===== config.mk =====
export PLATFORM = sky130hd
export DESIGN_NAME = ysyx_23060208_sram_rd_arbiter
export DESIGN_NICKNAME = d
export VERILOG_FILES = /design/src/rtl/ysyx_23060208_sram_rd_arbiter.sv
export SDC_FILE = /design/constraint.sdc
export NUM_CORES = 1
export LEC_CHECK = 0
export ABC_AREA = 1
export CORE_AREA = 2 2 84 86
export DETAILED_ROUTE_END_ITERATION = 7
export DIE_AREA = 0 0 86 88
export DONT_BUFFER_PORTS = 1
export GPL_ROUTABILITY_DRIVEN = 0
export PLACE_DENSITY = 0.45
export SLEW_MARGIN = 20
export SYNTH_ARGS = -nofsm -noshare
export SYNTH_HDL_FRONTEND = slang
export SYNTH_SLANG_ARGS = --single-unit

===== constraint.sdc =====
create_clock -name clk -period 1.5 [get_ports clk]
set_input_delay 0.075 -clock clk [delete_from_list [all_inputs] [get_ports clk]]
set_output_delay 0.075 -clock clk [all_outputs]
set_load 0.01 [all_outputs]

===== src/rtl/ysyx_23060208_sram_rd_arbiter.sv =====
// Two-master AXI4-Lite read arbiter: IFU (m0) and LSU (m1) share one SRAM read port.
// One outstanding read at a time; the LSU wins when both request in the same idle cycle.
module ysyx_23060208_sram_rd_arbiter #(
  parameter int DATA_WIDTH = 32
) (
  input  logic                  clk,
  input  logic                  rst,
  input  logic [DATA_WIDTH-1:0] m0_araddr,
  input  logic                  m0_arvalid,
  output logic                  m0_arready,
  output logic [DATA_WIDTH-1:0] m0_rdata,
  output logic [1:0]            m0_rresp,
  output logic                  m0_rvalid,
  input  logic                  m0_rready,
  input  logic [DATA_WIDTH-1:0] m1_araddr,
  input  logic                  m1_arvalid,
  output logic                  m1_arready,
  output logic [DATA_WIDTH-1:0] m1_rdata,
  output logic [1:0]            m1_rresp,
  output logic                  m1_rvalid,
  input  logic                  m1_rready,
  output logic [DATA_WIDTH-1:0] s_araddr,
  output logic                  s_arvalid,
  input  logic                  s_arready,
  input  logic [DATA_WIDTH-1:0] s_rdata,
  input  logic [1:0]            s_rresp,
  input  logic                  s_rvalid,
  output logic                  s_rready,
  output logic [1:0]            grant
);

  // Handshakes: a transfer happens on a rising clk edge where valid && ready.
  // valid never waits on ready; the arbiter only routes, it never creates a transfer.
  typedef enum logic [2:0] {
    IDLE  = 3'd0,
    AR_M0 = 3'd1,
    AR_M1 = 3'd2,
    R_M0  = 3'd3,
    R_M1  = 3'd4
  } state_t;

  state_t state;

  // grant is registered alongside state so it is glitch-free for pipeline control.
  always_ff @(posedge clk or posedge rst) begin
    if (rst) begin
      state <= IDLE;
      grant <= 2'b00;
    end else begin
      case (state)
        IDLE: begin
          if (m1_arvalid) begin
            state <= AR_M1;
            grant <= 2'b10;
          end else if (m0_arvalid) begin
            state <= AR_M0;
            grant <= 2'b01;
          end
        end
        AR_M0: if (m0_arvalid && s_arready) state <= R_M0;
        AR_M1: if (m1_arvalid && s_arready) state <= R_M1;
        R_M0: begin
          if (s_rvalid && m0_rready) begin
            state <= IDLE;
            grant <= 2'b00;
          end
        end
        R_M1: begin
          if (s_rvalid && m1_rready) begin
            state <= IDLE;
            grant <= 2'b00;
          end
        end
        default: begin
          state <= IDLE;
          grant <= 2'b00;
        end
      endcase
    end
  end

  // Channel routing depends only on the registered state, never on the other master.
  always_comb begin
    s_araddr   = '0;
    s_arvalid  = 1'b0;
    s_rready   = 1'b0;
    m0_arready = 1'b0;
    m1_arready = 1'b0;
    m0_rvalid  = 1'b0;
    m1_rvalid  = 1'b0;
    case (state)
      AR_M0: begin
        s_araddr   = m0_araddr;
        s_arvalid  = m0_arvalid;
        m0_arready = s_arready;
      end
      AR_M1: begin
        s_araddr   = m1_araddr;
        s_arvalid  = m1_arvalid;
        m1_arready = s_arready;
      end
      R_M0: begin
        s_rready  = m0_rready;
        m0_rvalid = s_rvalid;
      end
      R_M1: begin
        s_rready  = m1_rready;
        m1_rvalid = s_rvalid;
      end
      default: ;
    endcase
  end

  // Read data and response are broadcast; only rvalid tells a master the beat is its own.
  assign m0_rdata = s_rdata;
  assign m1_rdata = s_rdata;
  assign m0_rresp = s_rresp;
  assign m1_rresp = s_rresp;

endmodule


# Word level (Yosys, flattened, before mapping)
# Index checks and enable logic that the tools add are counted.
[totals]
register_bits = 5
inputBits = 106
[op_classes]
eq_ne = 9
n_mux = 19
bitwise = 1
reduce_logical = 8
[op_table]
columns = ["op", "n"]
rows = [
  ["$pmux W32 S2", 1],
  ["$mux W3", 6],
  ["$pmux W3 S5", 1],
  ["$mux W2", 4],
  ["$ne A2 B2 Y1 const B", 4],
  ["$pmux W2 S4", 1],
  ["$eq A3 B2 Y1 const B", 2],
  ["$reduce_and A5 Y1", 1],
  ["$logic_and A1 B1 Y1", 4],
  ["$mux W1", 4],
  ["$pmux W1 S2", 2],
  ["$reduce_and A4 Y1", 1],
  ["$eq A3 B1 Y1 const B", 1],
  ["$eq A3 B3 Y1 const B", 1],
  ["$logic_not A3 Y1", 1],
  ["$ne A3 B3 Y1 const B", 1],
  ["$reduce_or A2 Y1", 1],
  ["$not A1 Y1", 1],
]

# Logic depth before layout (Yosys ltp)
[logic_depth]
ltp_word = 4
depth_mapped = 7
mapped_depth_nobuf = 6

# Worst setup path after synthesis
# OpenSTA, ideal clock, no wires.
[synth_path]
kind = "register to register"
from = "reg state[1]"
to = "reg state[0]"
setup_ns = 0.121
t_arrival_ns = 1.009
t_required_ns = 1.379
slack_ns = 0.370
stages_incl_launch_ff = 8
synth_period_minus_slack_ns = 1.130
path_cell_list = "dfrtp_1 -> nor2_2 -> buf_6 -> nand3_2 -> nand2_2 -> nor2_4 -> nand3_1 -> nand2_1"
[synth_between]
elab_chain_len = 3
elab_cells_between_ends = 12
classes_between = "eq/ne: 9; mux: 1; reduce/logical: 2"
[synth_lines]
columns = ["element", "line", "text"]
rows = [
  ["start, declared", "42", "state_t state;"],
  ["start signal, assigned", "47", "state <= IDLE;"],
  ["start signal, assigned", "53", "state <= AR_M1;"],
  ["start signal, assigned", "56", "state <= AR_M0;"],
  ["$eq A3 B3 Y1 (tied with other cells)", "50", "case (state)"],
  ["$ne A2 B2 Y1 (no source line) / $ne A3 B3 Y1 (equally long branches)", "--", ""],
  ["$reduce_and A5 Y1 (no source line)", "--", ""],
]
# Parallel ways exist; a longest one is shown, timed or not.
# A chain may end at the register's enable or synchronous reset.

# Worst setup path after layout
[layout_path]
from = "reg state[1]"
to = "out s_araddr[1]"
[layout_between]
elab_chain_len = 2
elab_cells_between_ends = 3
classes_between = "eq/ne: 2; mux: 1"
[layout_lines]
columns = ["element", "line", "text"]
rows = [
  ["$eq A3 B2 Y1 / $eq A3 B1 Y1 (equally long branches)", "91", "case (state)"],
  ["$pmux W32 S2 (*)", "91", ""],
  ["end, declared", "22", "output logic [DATA_WIDTH-1:0] s_araddr,"],
]
# Every way passes the cells marked *; elsewhere a longest branch is shown, timed or not.

==> summary.md <==
| Metric | Value |
|---|---|
| Outcome | complete, no violations |
| First-pass GRT wire length | 4610 um |
| Sequential area share after synthesis | 8.88% |
| Min cycle time layout | 1.43 ns |
| Nets | 284 |
| Final setup fails | 0 |
| Dpl hpwl | 3060 um |
| Worst Path Arrival | 1.36 ns |
| Total GRT Usage | 7.89% |
| Rows | 30 |
| Relative slew margins | 74.4% |
| Req. time, crit path | 1.42 ns |
| Worst-Margin Slew | 0.380 ns |
| Worst Setup End Kind | output pin |
| Num Clock Sinks | 5 |
| Worst VDD drop | 0.454 mV |
| Clock transition at path regs | 0.03 ns |
| Cts bufs inserted | 3 |
| Fin util | 17.1% |
| Ratio of cells with drive above 1 in the final layout | 17.5% |
| DIE HEIGHT | 88 um |
| Number of distinct library cells after synthesis | 18 |
| Min-Delay Path Class | in2reg |
| Prevailing post-synth register cell | dfrtp_1 |
| Largest net degree at the start of global routing | 22 |
| Hold_sp | m1_arvalid |
| Most frequent cell after synthesis | nand2_1 |
| WS Path Type | reg2out |
| Area after DPL | 1020 um^2 |
| Synth warn | 0 |
| Vias in the first global route | 940 |
| Die area | 7570 um^2 |
| Initial drt markers | 41 |
| Ant diodes | 0 |
| Worst reg2reg startpoint | state[1] |
| Die Wd | 86 um |
| Core Area | 6640 um^2 |
| Static Leak | 0.630 nW |
| Vias per cell | 4.60 |
| Area leader, netlist | buf_4 |
| Power per standard cell area | 2090 nW/um^2 |
| Mapped Cells | 239 |
| CTS tree | built |
| CP Max Fanout | 15 |
| Initial antenna violation count | 0 |
| Max frequency | 698 MHz |
| Aggregate global routing overflow | 0 |
| Synth area leaders | buf_4 (40%), nand2_1 (21%), nand3_1 (15%), dfrtp_1 (8.9%), inv_1 (2.7%) |
| CP Launch Point | state[1] |
| Synth cell count leaders | nand2_1 (77), buf_4 (75), nand3_1 (43) |
| I/O Buffers | 0 |
| Syn Std Cell Area | 1410 um^2 |
| Final Hold Fails | 0 |
| Syn Nets | 345 |
| Drt drc | 0 |
| Post-synthesis register bit count | 5 |
| Worst skew pair latency | 0.22 ns |
| Post-synth EDFFs | 0 |
| Clk_skew | 0.000634 ns |
| Htree depth | 1 |
| Synth Area per Inst | 5.89 um^2 |
| Final worst-path cycle share | 95.5% |
| Design area | 1130 um^2 |
| DR vias | 1183 |
| DR pass1 iterations | 4 |
| Final Max Tran Viols | 0 |
| Area grow syn2layout | -19.5% |
| CP Launch Type | register |
| Antenna viol nets, final | 0 |
| Io pins | 214 |
| Post-synth ARST share | 100% |
| WL per Instance | 14.7 um |
| Maxcap violations | 0 |
| Initial core utilization | 21.2% |
| Synth top area share | 40.0% |
| Root Buffer | clkbuf_8 |
| Clk buf depth | 2 |
| Total Routed Length | 3770 um |
[state kept, by name, indices dropped and copies added, names as in the netlist]
name	cells
state	3
grant	2
[cell usage in the layout (no fill, tap or decap), drive strengths merged]
cell type	instances
buf	12
clkbuf	4
dfrtp	5
dlygate4sd3	1
inv	13
nand2	79
nand3	46
nor2	9
nor4	1
o21ai	5
o21bai	2
[worst max-delay path, cell delays in order, from the launching register on]
cell	delay, ns
dfrtp_1	0.48
nor2_4	0.22
buf_6	0.19
nand3_1	0.11
nand2_1	0.14
[final cells by class]
| cell class | count | area [um^2] |
|---|---|---|
| Timing Repair Buffer | 13 | 145 |
| Tap cell | 80 | 100 |
| Clock buffer | 4 | 45.0 |
| Fill cell | 734 | 5510 |
| Multi-Input combinational cell | 142 | 666 |
| Inverter | 13 | 51.3 |
| Sequential cell | 5 | 126 |
[per-stage QoR]
stage | worst slack, ns | TNS (ns) | total power [W] | hold slack [ns] | cells
6_report | 0.0670 | 0 | 0.00236 | 0.0418 | 257
2_1_floorplan | 0.370 | 0 | 0.00181 | -0.146 | 239
5_1_grt | -0.00514 | -0.00514 | 0.00259 | 0.0806 | 257
3_5_place_dp | 0.163 | 0 | 0.00200 | -0.118 | 248
3_3_place_gp | 0.199 | 0 | 0.00198 | -0.122 | 248
4_1_cts | 0.0125 | 0 | 0.00228 | 0.0461 | 253
[what timing repair did]
action,CTS,global route
hold buffers,1,0
pin swaps,0,2
gates resized for setup,3,6
endpoints found under the hold margin,5,0
buffers inserted,0,4
cloned,0,0
endpoints found under the setup margin,32,34
[where the power goes]
part	total, W	internal (W)	switching [W]
clock	0.000247	0.000182	0.0000644
combinational	0.00183	0.000639	0.00119
sequential	0.000292	0.000193	0.0000983
[path summary, 6_finish.rpt]
path | depth (start not counted) | endpoint | slack (ns)
worst max-delay path | 4 | s_araddr[1] | 0.07
worst min-delay path | 2 | grant[1] | 0.04
worst max register to register | 5 | state[0] | 0.18
worst min register to register | 2 | grant[0] | 0.59
max in group asynchronous | 2 | state[2] | 1.11
min in group asynchronous | 2 | grant[0] | 0.20
[routing by layer]
metal / vias to the layer above / GRT usage [%] / share of wire [%]
li1: 558 / - / -
met1: 510 / 8.42 / 35
met2: 95 / 14.0 / 49
met3: 20 / 2.07 / 12
met4: 0 / 4.76 / 4.2
met5: - / 0 / 0
[cell families after synthesis]
kind of cell	Yosys count	share of synthesized area [%]
and+or+nand+nor	135	42.7
DFF	5	8.88
AOI/OAI and AO/OA	7	3.11
buffers and inverters	92	45.3
No activity file was read; power rests on OpenSTA's default activity.
